$ cat src/rtl/controller_pkg.sv
// Shared types and constants for the serial gamepad host interface.
package controller_pkg;

    localparam int NUM_BUTTONS_DEFAULT = 8;

    typedef enum logic [1:0] {
        IDLE,
        LATCH,
        SHIFT,
        DONE
    } state_t;

    // Bit positions in the published button byte; A is the first bit shifted out.
    localparam int BTN_A      = 7;
    localparam int BTN_B      = 6;
    localparam int BTN_SELECT = 5;
    localparam int BTN_START  = 4;
    localparam int BTN_UP     = 3;
    localparam int BTN_DOWN   = 2;
    localparam int BTN_LEFT   = 1;
    localparam int BTN_RIGHT  = 0;

endpackage

$ cat src/rtl/controller_if.sv
// Pad-side and CPU-side signals of the gamepad host; master is the host block.
interface controller_if #(
    parameter int NUM_BUTTONS = controller_pkg::NUM_BUTTONS_DEFAULT
) ();

    logic                   poll;
    logic                   controller_clk_out_enable;
    logic                   controller_latch;
    logic                   controller_1_data_in_B;
    logic                   controller_2_data_in_B;
    logic [NUM_BUTTONS-1:0] controller_1_buttons_out;
    logic [NUM_BUTTONS-1:0] controller_2_buttons_out;
    logic                   busy;
    logic                   done;

    modport master (
        input  poll,
        input  controller_1_data_in_B,
        input  controller_2_data_in_B,
        output controller_clk_out_enable,
        output controller_latch,
        output controller_1_buttons_out,
        output controller_2_buttons_out,
        output busy,
        output done
    );

    modport slave (
        output poll,
        output controller_1_data_in_B,
        output controller_2_data_in_B,
        input  controller_clk_out_enable,
        input  controller_latch,
        input  controller_1_buttons_out,
        input  controller_2_buttons_out,
        input  busy,
        input  done
    );

endinterface

$ cat src/rtl/controller_deserializer.sv
// One pad's shadow shift register and committed button byte, strobed by the shared FSM.
module controller_deserializer #(
    parameter int NUM_BUTTONS = controller_pkg::NUM_BUTTONS_DEFAULT
) (
    input  logic                   clk_1,
    input  logic                   rst,
    input  logic                   capture,
    input  logic                   commit,
    input  logic                   data_in_B,
    output logic [NUM_BUTTONS-1:0] buttons_out
);

    // The final bit goes straight into the committed byte, so the shadow
    // only needs to hold the first NUM_BUTTONS-1 bits.
    logic [NUM_BUTTONS-2:0] shadow;
    logic [NUM_BUTTONS-1:0] assembled;

    assign assembled = {shadow, ~data_in_B};

    // NOTE: sequential state uses non-blocking assignments so every flop
    // samples pre-edge values regardless of process ordering.
    // NOTE: shadow is a handful of flops, not a RAM, so it is cleared on reset
    // to make an aborted poll leave nothing behind.
    always_ff @(posedge clk_1 or posedge rst) begin
        if (rst) begin
            shadow      <= '0;
            buttons_out <= '0;
        end else begin
            if (capture) begin
                shadow <= assembled[NUM_BUTTONS-2:0];
            end
            if (commit) begin
                buttons_out <= assembled;
            end
        end
    end

endmodule

$ cat src/rtl/controller.sv
// Serial gamepad host: latch, shift and publish two NES-style pads in parallel.
// Optional build macro CONTROLLER_AUTOPOLL_EN polls every POLL_PERIOD cycles and ignores the poll port.
module controller
    import controller_pkg::*;
#(
    parameter int NUM_BUTTONS = NUM_BUTTONS_DEFAULT
`ifdef CONTROLLER_AUTOPOLL_EN
    ,
    parameter int POLL_PERIOD = 16384
`endif
) (
    input  logic            clk_1,
    input  logic            rst,
    controller_if.master    bus
);

    localparam int CNT_W = (NUM_BUTTONS > 1) ? $clog2(NUM_BUTTONS) : 1;
    localparam logic [CNT_W-1:0] LAST_BIT = CNT_W'(NUM_BUTTONS - 1);

    state_t           state, state_next;
    logic [CNT_W-1:0] bit_cnt, bit_cnt_next;
    logic             poll_req;
    logic             capture;
    logic             commit;

`ifdef CONTROLLER_AUTOPOLL_EN
    localparam int PCNT_W = (POLL_PERIOD > 1) ? $clog2(POLL_PERIOD) : 1;
    localparam logic [PCNT_W-1:0] POLL_LAST = PCNT_W'(POLL_PERIOD - 1);

    logic [PCNT_W-1:0] poll_cnt;
    logic              unused_poll;

    assign unused_poll = bus.poll;
    assign poll_req    = (poll_cnt == POLL_LAST);

    always_ff @(posedge clk_1 or posedge rst) begin
        if (rst) begin
            poll_cnt <= '0;
        end else if (poll_cnt == POLL_LAST) begin
            poll_cnt <= '0;
        end else begin
            poll_cnt <= poll_cnt + 1'b1;
        end
    end
`else
    assign poll_req = bus.poll;
`endif

    always_ff @(posedge clk_1 or posedge rst) begin
        if (rst) begin
            state   <= IDLE;
            bit_cnt <= '0;
        end else begin
            state   <= state_next;
            bit_cnt <= bit_cnt_next;
        end
    end

    // Outputs decode straight from the state register, so a reset clears them
    // in the same instant it clears the state.
    always_comb begin
        // NOTE: every output gets a default first so no path leaves one
        // unassigned and infers a latch.
        state_next                    = state;
        bit_cnt_next                  = bit_cnt;
        bus.controller_latch          = 1'b0;
        bus.controller_clk_out_enable = 1'b0;
        bus.busy                      = 1'b0;
        bus.done                      = 1'b0;
        capture                       = 1'b0;
        commit                        = 1'b0;

        unique case (state)
            IDLE: begin
                if (poll_req) begin
                    state_next = LATCH;
                end
            end
            LATCH: begin
                bus.controller_latch = 1'b1;
                bus.busy             = 1'b1;
                bit_cnt_next         = '0;
                state_next           = SHIFT;
            end
            SHIFT: begin
                bus.controller_clk_out_enable = 1'b1;
                bus.busy                      = 1'b1;
                capture                       = 1'b1;
                if (bit_cnt == LAST_BIT) begin
                    commit       = 1'b1;
                    bit_cnt_next = '0;
                    state_next   = DONE;
                end else begin
                    bit_cnt_next = bit_cnt + 1'b1;
                end
            end
            DONE: begin
                bus.done   = 1'b1;
                state_next = IDLE;
            end
            default: begin
                state_next = IDLE;
            end
        endcase
    end

    controller_deserializer #(.NUM_BUTTONS(NUM_BUTTONS)) u_port_1 (
        .clk_1       (clk_1),
        .rst         (rst),
        .capture     (capture),
        .commit      (commit),
        .data_in_B   (bus.controller_1_data_in_B),
        .buttons_out (bus.controller_1_buttons_out)
    );

    controller_deserializer #(.NUM_BUTTONS(NUM_BUTTONS)) u_port_2 (
        .clk_1       (clk_1),
        .rst         (rst),
        .capture     (capture),
        .commit      (commit),
        .data_in_B   (bus.controller_2_data_in_B),
        .buttons_out (bus.controller_2_buttons_out)
    );

endmodule

$ cat src/flat_wrapper.sv
// flat-port wrapper written by rule: the top's interface ports become plain ports
module controller_flat import controller_pkg::*;
#(
    parameter int NUM_BUTTONS = NUM_BUTTONS_DEFAULT

)
  (clk_1, rst, bus_poll, bus_controller_1_data_in_B, bus_controller_2_data_in_B, bus_controller_clk_out_enable, bus_controller_latch, bus_controller_1_buttons_out, bus_controller_2_buttons_out, bus_busy, bus_done);
  controller_if #(.NUM_BUTTONS(NUM_BUTTONS)) bus_i ();
  input  logic clk_1;
  input  logic rst;
  input wire logic [$bits(bus_i.poll)-1:0] bus_poll;
  input wire logic [$bits(bus_i.controller_1_data_in_B)-1:0] bus_controller_1_data_in_B;
  input wire logic [$bits(bus_i.controller_2_data_in_B)-1:0] bus_controller_2_data_in_B;
  output wire logic [$bits(bus_i.controller_clk_out_enable)-1:0] bus_controller_clk_out_enable;
  output wire logic [$bits(bus_i.controller_latch)-1:0] bus_controller_latch;
  output wire logic [$bits(bus_i.controller_1_buttons_out)-1:0] bus_controller_1_buttons_out;
  output wire logic [$bits(bus_i.controller_2_buttons_out)-1:0] bus_controller_2_buttons_out;
  output wire logic [$bits(bus_i.busy)-1:0] bus_busy;
  output wire logic [$bits(bus_i.done)-1:0] bus_done;
  assign bus_i.poll = bus_poll;
  assign bus_i.controller_1_data_in_B = bus_controller_1_data_in_B;
  assign bus_i.controller_2_data_in_B = bus_controller_2_data_in_B;
  assign bus_controller_clk_out_enable = bus_i.controller_clk_out_enable;
  assign bus_controller_latch = bus_i.controller_latch;
  assign bus_controller_1_buttons_out = bus_i.controller_1_buttons_out;
  assign bus_controller_2_buttons_out = bus_i.controller_2_buttons_out;
  assign bus_busy = bus_i.busy;
  assign bus_done = bus_i.done;
  controller #(.NUM_BUTTONS(NUM_BUTTONS)) u_core (.clk_1(clk_1), .rst(rst), .bus(bus_i));
endmodule
$ cat config.mk
export PLATFORM = sky130hd
export DESIGN_NAME = controller_flat
export DESIGN_NICKNAME = d
export VERILOG_FILES = /design/src/rtl/controller_pkg.sv /design/src/rtl/controller_if.sv /design/src/rtl/controller_deserializer.sv /design/src/rtl/controller.sv /design/src/flat_wrapper.sv
export SDC_FILE = /design/constraint.sdc
export NUM_CORES = 1
export LEC_CHECK = 0
export CORE_ASPECT_RATIO = 0.75
export CORE_UTILIZATION = 50
export CTS_BUF_LIST = sky130_fd_sc_hd__clkbuf_2
export DETAILED_ROUTE_END_ITERATION = 12
export GPL_TIMING_DRIVEN = 1
export PLACE_DENSITY = 0.86
export SYNTH_ARGS = -nofsm -noshare
export SYNTH_HDL_FRONTEND = slang
export SYNTH_SLANG_ARGS = --single-unit
$ cat constraint.sdc
create_clock -name clk_1 -period 3.93 [get_ports clk_1]
set_clock_uncertainty 0.05 [all_clocks]
set_input_delay 0.786 -clock clk_1 [delete_from_list [all_inputs] [get_ports clk_1]]
set_output_delay 0.786 -clock clk_1 [all_outputs]
set_load 0.01 [all_outputs]
==> run_results.csv, run 1 <==
group,metric,value,unit
detailed_routing,vias,826,
sta,fin_ws,1200,ps
place,gp_congestion,0.703,
worst_setup_path,critical_path.cell_chain,"inv_1 -> ha_1 -> clkdlybuf4s50_1",
place,dp.cells,157,
grt,grtUsageTotal,0.169,
yosys,synthCells,98,
clock_tree,clk_latency,360,ps
worst_setup_path,crit_path_top_delay_cell,"clkdlybuf4s50_1",
power_and_ir_drop,irDropWorstVdd,0.000355,V
floorplan,floorplan.initialDensity,0.536,
sta,fmax,367,MHz
yosys,syn_nets,110,
sta,hold_ws,471,ps
detailed_routing,totalWireLength,2.19,mm
worst_setup_path,critPathMaxFanout,8,
clock_tree,clockBufferDepth,2,
power_and_ir_drop,p_leak,0.823,nW
layout,drive_gt1_frac,0.279,
place,io_buffers,24,
clock_tree,postCtsSetupBuffers,0,
detailed_routing,dr.first_iter.drc_count,35,
sta,setup_viol,0,
sta,finalHoldViolations,0,
layout,nFillCells,227,
place,dp_hpwl,1.54,mm
yosys,synthesis.area,0.00142,mm^2
flow_run,maxCapViolations,0,
sta,worstMarginPinSlew,419,ps
grt,grt_antenna_before_repair,0,
detailed_routing,drt_pass1_iterations,2,
grt,gr-total-overflow,0,
clock_tree,clk_pin_slew,170,ps
floorplan,die_area,0.00305,mm^2
yosys,yosysTopAreaCellShare,0.618,
floorplan,num_rows,16,
floorplan,die-width,63.5,um
detailed_routing,wl_per_cell,13.2,um
clock_tree,cts_root_buffer,"clkbuf_2",
status,status,"complete, no violations",
clock_tree,htreeDepth,2,
detailed_routing,viasPerCell,5.01,
layout,final_nets,140,
worst_setup_path,critPathRequiredTime,3090,ps
detailed_routing,route.met3.wl,119,um
layout,layout_commonest_cell,"dfrtp_1",
yosys,synth_top_cell_by_area,"dfrtp_1",
detailed_routing,highest_layer,"met4",
detailed_routing,met1_length,971,um
sta,final-max-slew-violation-count,0,
power_and_ir_drop,power.density,609,mW/mm^2
yosys,ys_types,18,
clock_tree,cts_hold_buf,0,
clock_tree,numCtsBuffers,5,
sta,tns,0,ps
worst_setup_path,cp_top_family,"buffers and inverters",
place,post-place-ws,1620,ps
yosys,ys_seq_area_frac,0.618,
floorplan,num_io_pins,25,
detailed_routing,antenna_left,0,
detailed_routing,drcViolationCount,0,
layout,layout.cells.non_filler,165,
detailed_routing,met2RoutedLength,1.06,mm
sta,rsz0062_at_grt,"no",
sta,timing.final.crit_share,0.693,
clock_tree,post_cts_resized,0,
worst_setup_path,arrival,1890,ps
layout,layout_common_cells,"dfrtp_1, mux2_2, clkdlybuf4s50_1, inv_1, ha_1",
hold_path,hold_path_class,"register to register",
grt,grt_pass1_vias,736,
grt,grt_max_degree,36,
sta,maxSlewHeadroom,0.721,
worst_setup_path,cpPeakStageDelay,580,ps
layout,area_delta_synth_final,22.4,%
yosys,syn_avg_cell_area,14.5,um^2
grt,grt_first_pass_wirelength,3.57,mm
floorplan,dieHeight,48.1,um
layout,insertedDiodeCount,0,
clock_tree,cts_tree,"yes",
worst_setup_path,crit_path_end_kind,"primary output",
worst_setup_path,critPathLaunchType,"register",
worst_setup_path,critical_path_class,"register to primary output",
sta,period_needed,2730,ps
worst_setup_path,cp_num_buf_inv,2,
yosys,yosys-top-cells-area,"dfrtp_1, mux2_2, ha_1",
yosys,ys_ff_latch,35,
clock_tree,cts_sinks,35,
yosys,ys_warn_count,0,
floorplan,fp.coreArea,0.00264,mm^2
## layout make-up
cell class / instances / area [um^2] / area share
multi-input combinational: 53 / 495 / 0.286
clock buffer: 6 / 30.0 / 0.0173
tap: 36 / 45.0 / 0.0260
inverter: 7 / 26.3 / 0.0151
clock inverter: 2 / 7.51 / 0.00433
sequential: 35 / 876 / 0.505
timing repair buffer: 26 / 255 / 0.147
## final timing paths
kind / from / slack, ps / endpoint / cells past startpoint
setup / recovery: u_core.state[0] / 1200 / bus_busy / 3
hold / removal: u_core.u_port_1.shadow[6] / 470 / u_core.u_port_1.buttons_out[7] / 1
setup reg to reg: u_core.state[0] / 2070 / u_core.u_port_1.buttons_out[2] / 5
hold reg to reg: u_core.u_port_1.shadow[6] / 470 / u_core.u_port_1.buttons_out[7] / 1
max in group asynchronous: rst / 2780 / u_core.u_port_1.shadow[2] / 3
min in group asynchronous: rst / 750 / u_core.bit_cnt[2] / 3
## per-layer routing
layer	vias to the layer above	track usage
met5	-	0
met4	0	0.0955
met3	5	0.0584
met2	19	0.281
met1	405	0.203
li1	397	-
## cell families after synthesis
kind of cell | count (synthesis) | share of synthesized area
compound gates | 8 | 0.0318
buf+inv | 10 | 0.0327
simple gates | 11 | 0.0397
fa+ha+maj | 7 | 0.0618
mux | 27 | 0.216
flops | 35 | 0.618
## synthesized netlist by cell type, drive strengths merged
| library cell | n |
|---|---|
| o21ai | 6 |
| dfrtp | 35 |
| o32a | 1 |
| nor2 | 2 |
| mux2 | 26 |
| nor2b | 1 |
| mux2i | 1 |
| nand3 | 3 |
| buf | 3 |
| and2b | 1 |
| ha | 7 |
| inv | 7 |
| nand2 | 4 |
| a21oi | 1 |
## flip-flops by register name (all words and copies together) (netlist names)
name and cells:
u_core.u_port_2.shadow 7, u_core.bit_cnt 3, u_core.u_port_1.shadow 7, u_core.u_port_1.buttons_out 8
u_core.u_port_2.buttons_out 8, u_core.state 2
## power by group
group	switching [mW]	total (mW)	leakage, nW	internal (mW)
logic	0.168	0.382	0.358	0.214
clock network	0.107	0.150	0.0281	0.0429
registers	0.0653	0.524	0.437	0.459
## worst register-to-register path, cell delays in order (launching register included)
cell and delay (ps):
dfrtp_1 450, inv_1 110, ha_1 220, buf_4 220
nand2_2 330, mux2_2 380
## stage by stage
step / utilization / power [mW] / area [um^2]
global route: 0.657 / 1.14 / 1740
floorplan: - / 0.801 / 1420
CTS: 0.657 / 1.07 / 1740
finish: 0.657 / 1.06 / 1740
global placement: 0.643 / 0.887 / 1700
detailed placement: 0.643 / 0.917 / 1700
No activity file was read; power rests on OpenSTA's default activity.
==> run 2, diff against run 1 <==
--- a/config.mk
+++ b/config.mk
@@ -6,11 +6,11 @@
 export NUM_CORES = 1
 export LEC_CHECK = 0
 export CORE_ASPECT_RATIO = 0.75
-export CORE_UTILIZATION = 50
+export CORE_UTILIZATION = 48
 export CTS_BUF_LIST = sky130_fd_sc_hd__clkbuf_2
 export DETAILED_ROUTE_END_ITERATION = 12
 export GPL_TIMING_DRIVEN = 1
-export PLACE_DENSITY = 0.86
+export PLACE_DENSITY = 0.87
 export SYNTH_ARGS = -nofsm -noshare
 export SYNTH_HDL_FRONTEND = slang
 export SYNTH_SLANG_ARGS = --single-unit
==> constraint.sdc (replaced) <==
create_clock -name clk_1 -period 2.4 [get_ports clk_1]
set_clock_uncertainty 0.05 [all_clocks]
set_input_delay 0.48 -clock clk_1 [delete_from_list [all_inputs] [get_ports clk_1]]
set_output_delay 0.48 -clock clk_1 [all_outputs]
set_load 0.01 [all_outputs]
==> run_results.csv, run 2 (same netlist as run 1, synthesis figures left out) <==
group,metric,value,unit
detailed_routing,dr.first_iter.drc_count,26,
detailed_routing,viasPerCell,5.03,
layout,drive_gt1_frac,0.305,
sta,final-max-slew-violation-count,0,
detailed_routing,totalWireLength,2.29,mm
floorplan,dieHeight,49.1,um
place,post-place-ws,396,ps
sta,fin_ws,130,ps
floorplan,num_rows,16,
clock_tree,clk_latency,360,ps
sta,finalHoldViolations,0,
clock_tree,cts_tree,"yes",
layout,layout_common_cells,"dfrtp_1, mux2_2, clkdlybuf4s50_1, inv_1",
worst_setup_path,cp_num_buf_inv,2,
clock_tree,clockBufferDepth,2,
sta,setup_viol,0,
grt,grt_antenna_before_repair,0,
layout,nFillCells,217,
layout,final_nets,143,
layout,area_delta_synth_final,24.6,%
floorplan,fp.coreArea,0.00270,mm^2
worst_setup_path,critPathLaunchType,"register",
sta,worstMarginPinSlew,423,ps
sta,timing.final.crit_share,0.946,
place,dp_hpwl,1.54,mm
detailed_routing,drcViolationCount,0,
power_and_ir_drop,p_leak,0.836,nW
power_and_ir_drop,power.density,1020,mW/mm^2
sta,rsz0062_at_grt,"no",
grt,grt_max_degree,36,
layout,insertedDiodeCount,0,
worst_setup_path,crit_path_end_kind,"primary output",
sta,hold_ws,442,ps
detailed_routing,drt_pass1_iterations,3,
worst_setup_path,critPathMaxFanout,8,
clock_tree,cts_hold_buf,0,
detailed_routing,vias,840,
floorplan,floorplan.initialDensity,0.525,
layout,largestRegisters,"u_core.u_port_1.buttons_out x8, u_core.u_port_2.buttons_out x8",
clock_tree,htreeDepth,2,
grt,gr-total-overflow,0,
worst_setup_path,crit_path_top_delay_cell,"clkdlybuf4s50_1",
flow_run,maxCapViolations,0,
worst_setup_path,cp_top_family,"buffers and inverters",
grt,grtUsageTotal,0.168,
clock_tree,numCtsBuffers,5,
clock_tree,clk_pin_slew,150,ps
layout,layout_commonest_cell,"dfrtp_1",
grt,grt_use_met1,0.198,
sta,fmax,441,MHz
power_and_ir_drop,design_power_total,1.80,mW
floorplan,num_io_pins,25,
worst_setup_path,critPathRequiredTime,1870,ps
clock_tree,cts_sinks,35,
sta,tns,0,ps
worst_setup_path,critical_path.cell_chain,"inv_1 -> ha_4 -> clkdlybuf4s50_1",
place,io_buffers,24,
place,gp_congestion,0.678,
grt,gr-usage-met2,0.257,
floorplan,die-width,64.8,um
power_and_ir_drop,irDropWorstVdd,0.000549,V
grt,grt_pass1_vias,840,
sta,maxSlewHeadroom,0.717,
detailed_routing,wl_per_cell,13.7,um
detailed_routing,antenna_left,0,
worst_setup_path,arrival,1740,ps
sta,period_needed,2270,ps
hold_path,hold_path_class,"input pin to async pin",
worst_setup_path,cpPeakStageDelay,540,ps
worst_setup_path,critical_path_class,"register to primary output",
floorplan,die_area,0.00318,mm^2
grt,grt_first_pass_wirelength,3.83,mm
grt,met3_usage,0.0864,
status,status,"complete, no violations",
clock_tree,cts_root_buffer,"clkbuf_2",
grt,grt_busiest_layer,"met2",
==> run 2: final timing paths <==
check	depth (start not counted)	slack, ps	from	endpoint
max in group asynchronous	3	1560	rst	u_core.u_port_2.buttons_out[1]
worst max register to register	5	510	u_core.state[0]	u_core.u_port_1.buttons_out[4]
worst min register to register	2	460	u_core.u_port_1.buttons_out[0]	u_core.u_port_1.buttons_out[0]
worst min-delay path	3	440	rst	u_core.u_port_1.buttons_out[6]
min in group clk_1	2	460	u_core.u_port_1.buttons_out[0]	u_core.u_port_1.buttons_out[0]
worst max-delay path	3	130	u_core.state[0]	bus_busy
==> run 2: area by class of cell <==
| cell class | instances | area, um^2 | area share |
|---|---|---|---|
| Sequential cell | 35 | 876 | 0.496 |
| Multi-Input combinational cell | 53 | 508 | 0.288 |
| Timing Repair Buffer | 29 | 278 | 0.157 |
| Tap cell | 36 | 45.0 | 0.0255 |
| Inverter | 7 | 26.3 | 0.0149 |
| Clock buffer | 5 | 25.0 | 0.0142 |
| Clock inverter | 2 | 8.76 | 0.00496 |
==> run 2: timing repair <==
action                                 in CTS  in global routing
resized for setup                           1                  1
endpoints found under the hold margin       0                  0
setup endpoints to repair                   1                  1
buffers inserted                            1                  2
==> run 2: worst reg2reg max path: stages (launching register included) <==
cell,delay (ps)
dfrtp_1,430
inv_1,150
ha_1,190
buf_4,270
nand2_2,320
mux2_2,380
==> run 2: per-stage QoR <==
stage	utilization	std cells	area [um^2]
CTS	0.644	165	1740
finish	0.654	167	1770
global route	0.654	167	1770
floorplan	-	98	1420
global placement	0.628	157	1700
detailed placement	0.628	157	1700
==> run 2: power breakdown <==
group,switching (mW),total (mW),internal [mW]
clock network,0.177,0.239,0.0615
logic,0.303,0.707,0.405
registers,0.102,0.853,0.751
==> run 2: routing by layer <==
metal  part of all wire  routed length [um]
met5                  0                   0
met4              0.017                  38
met3              0.048                 111
met2               0.49                1120
met1               0.44                1020
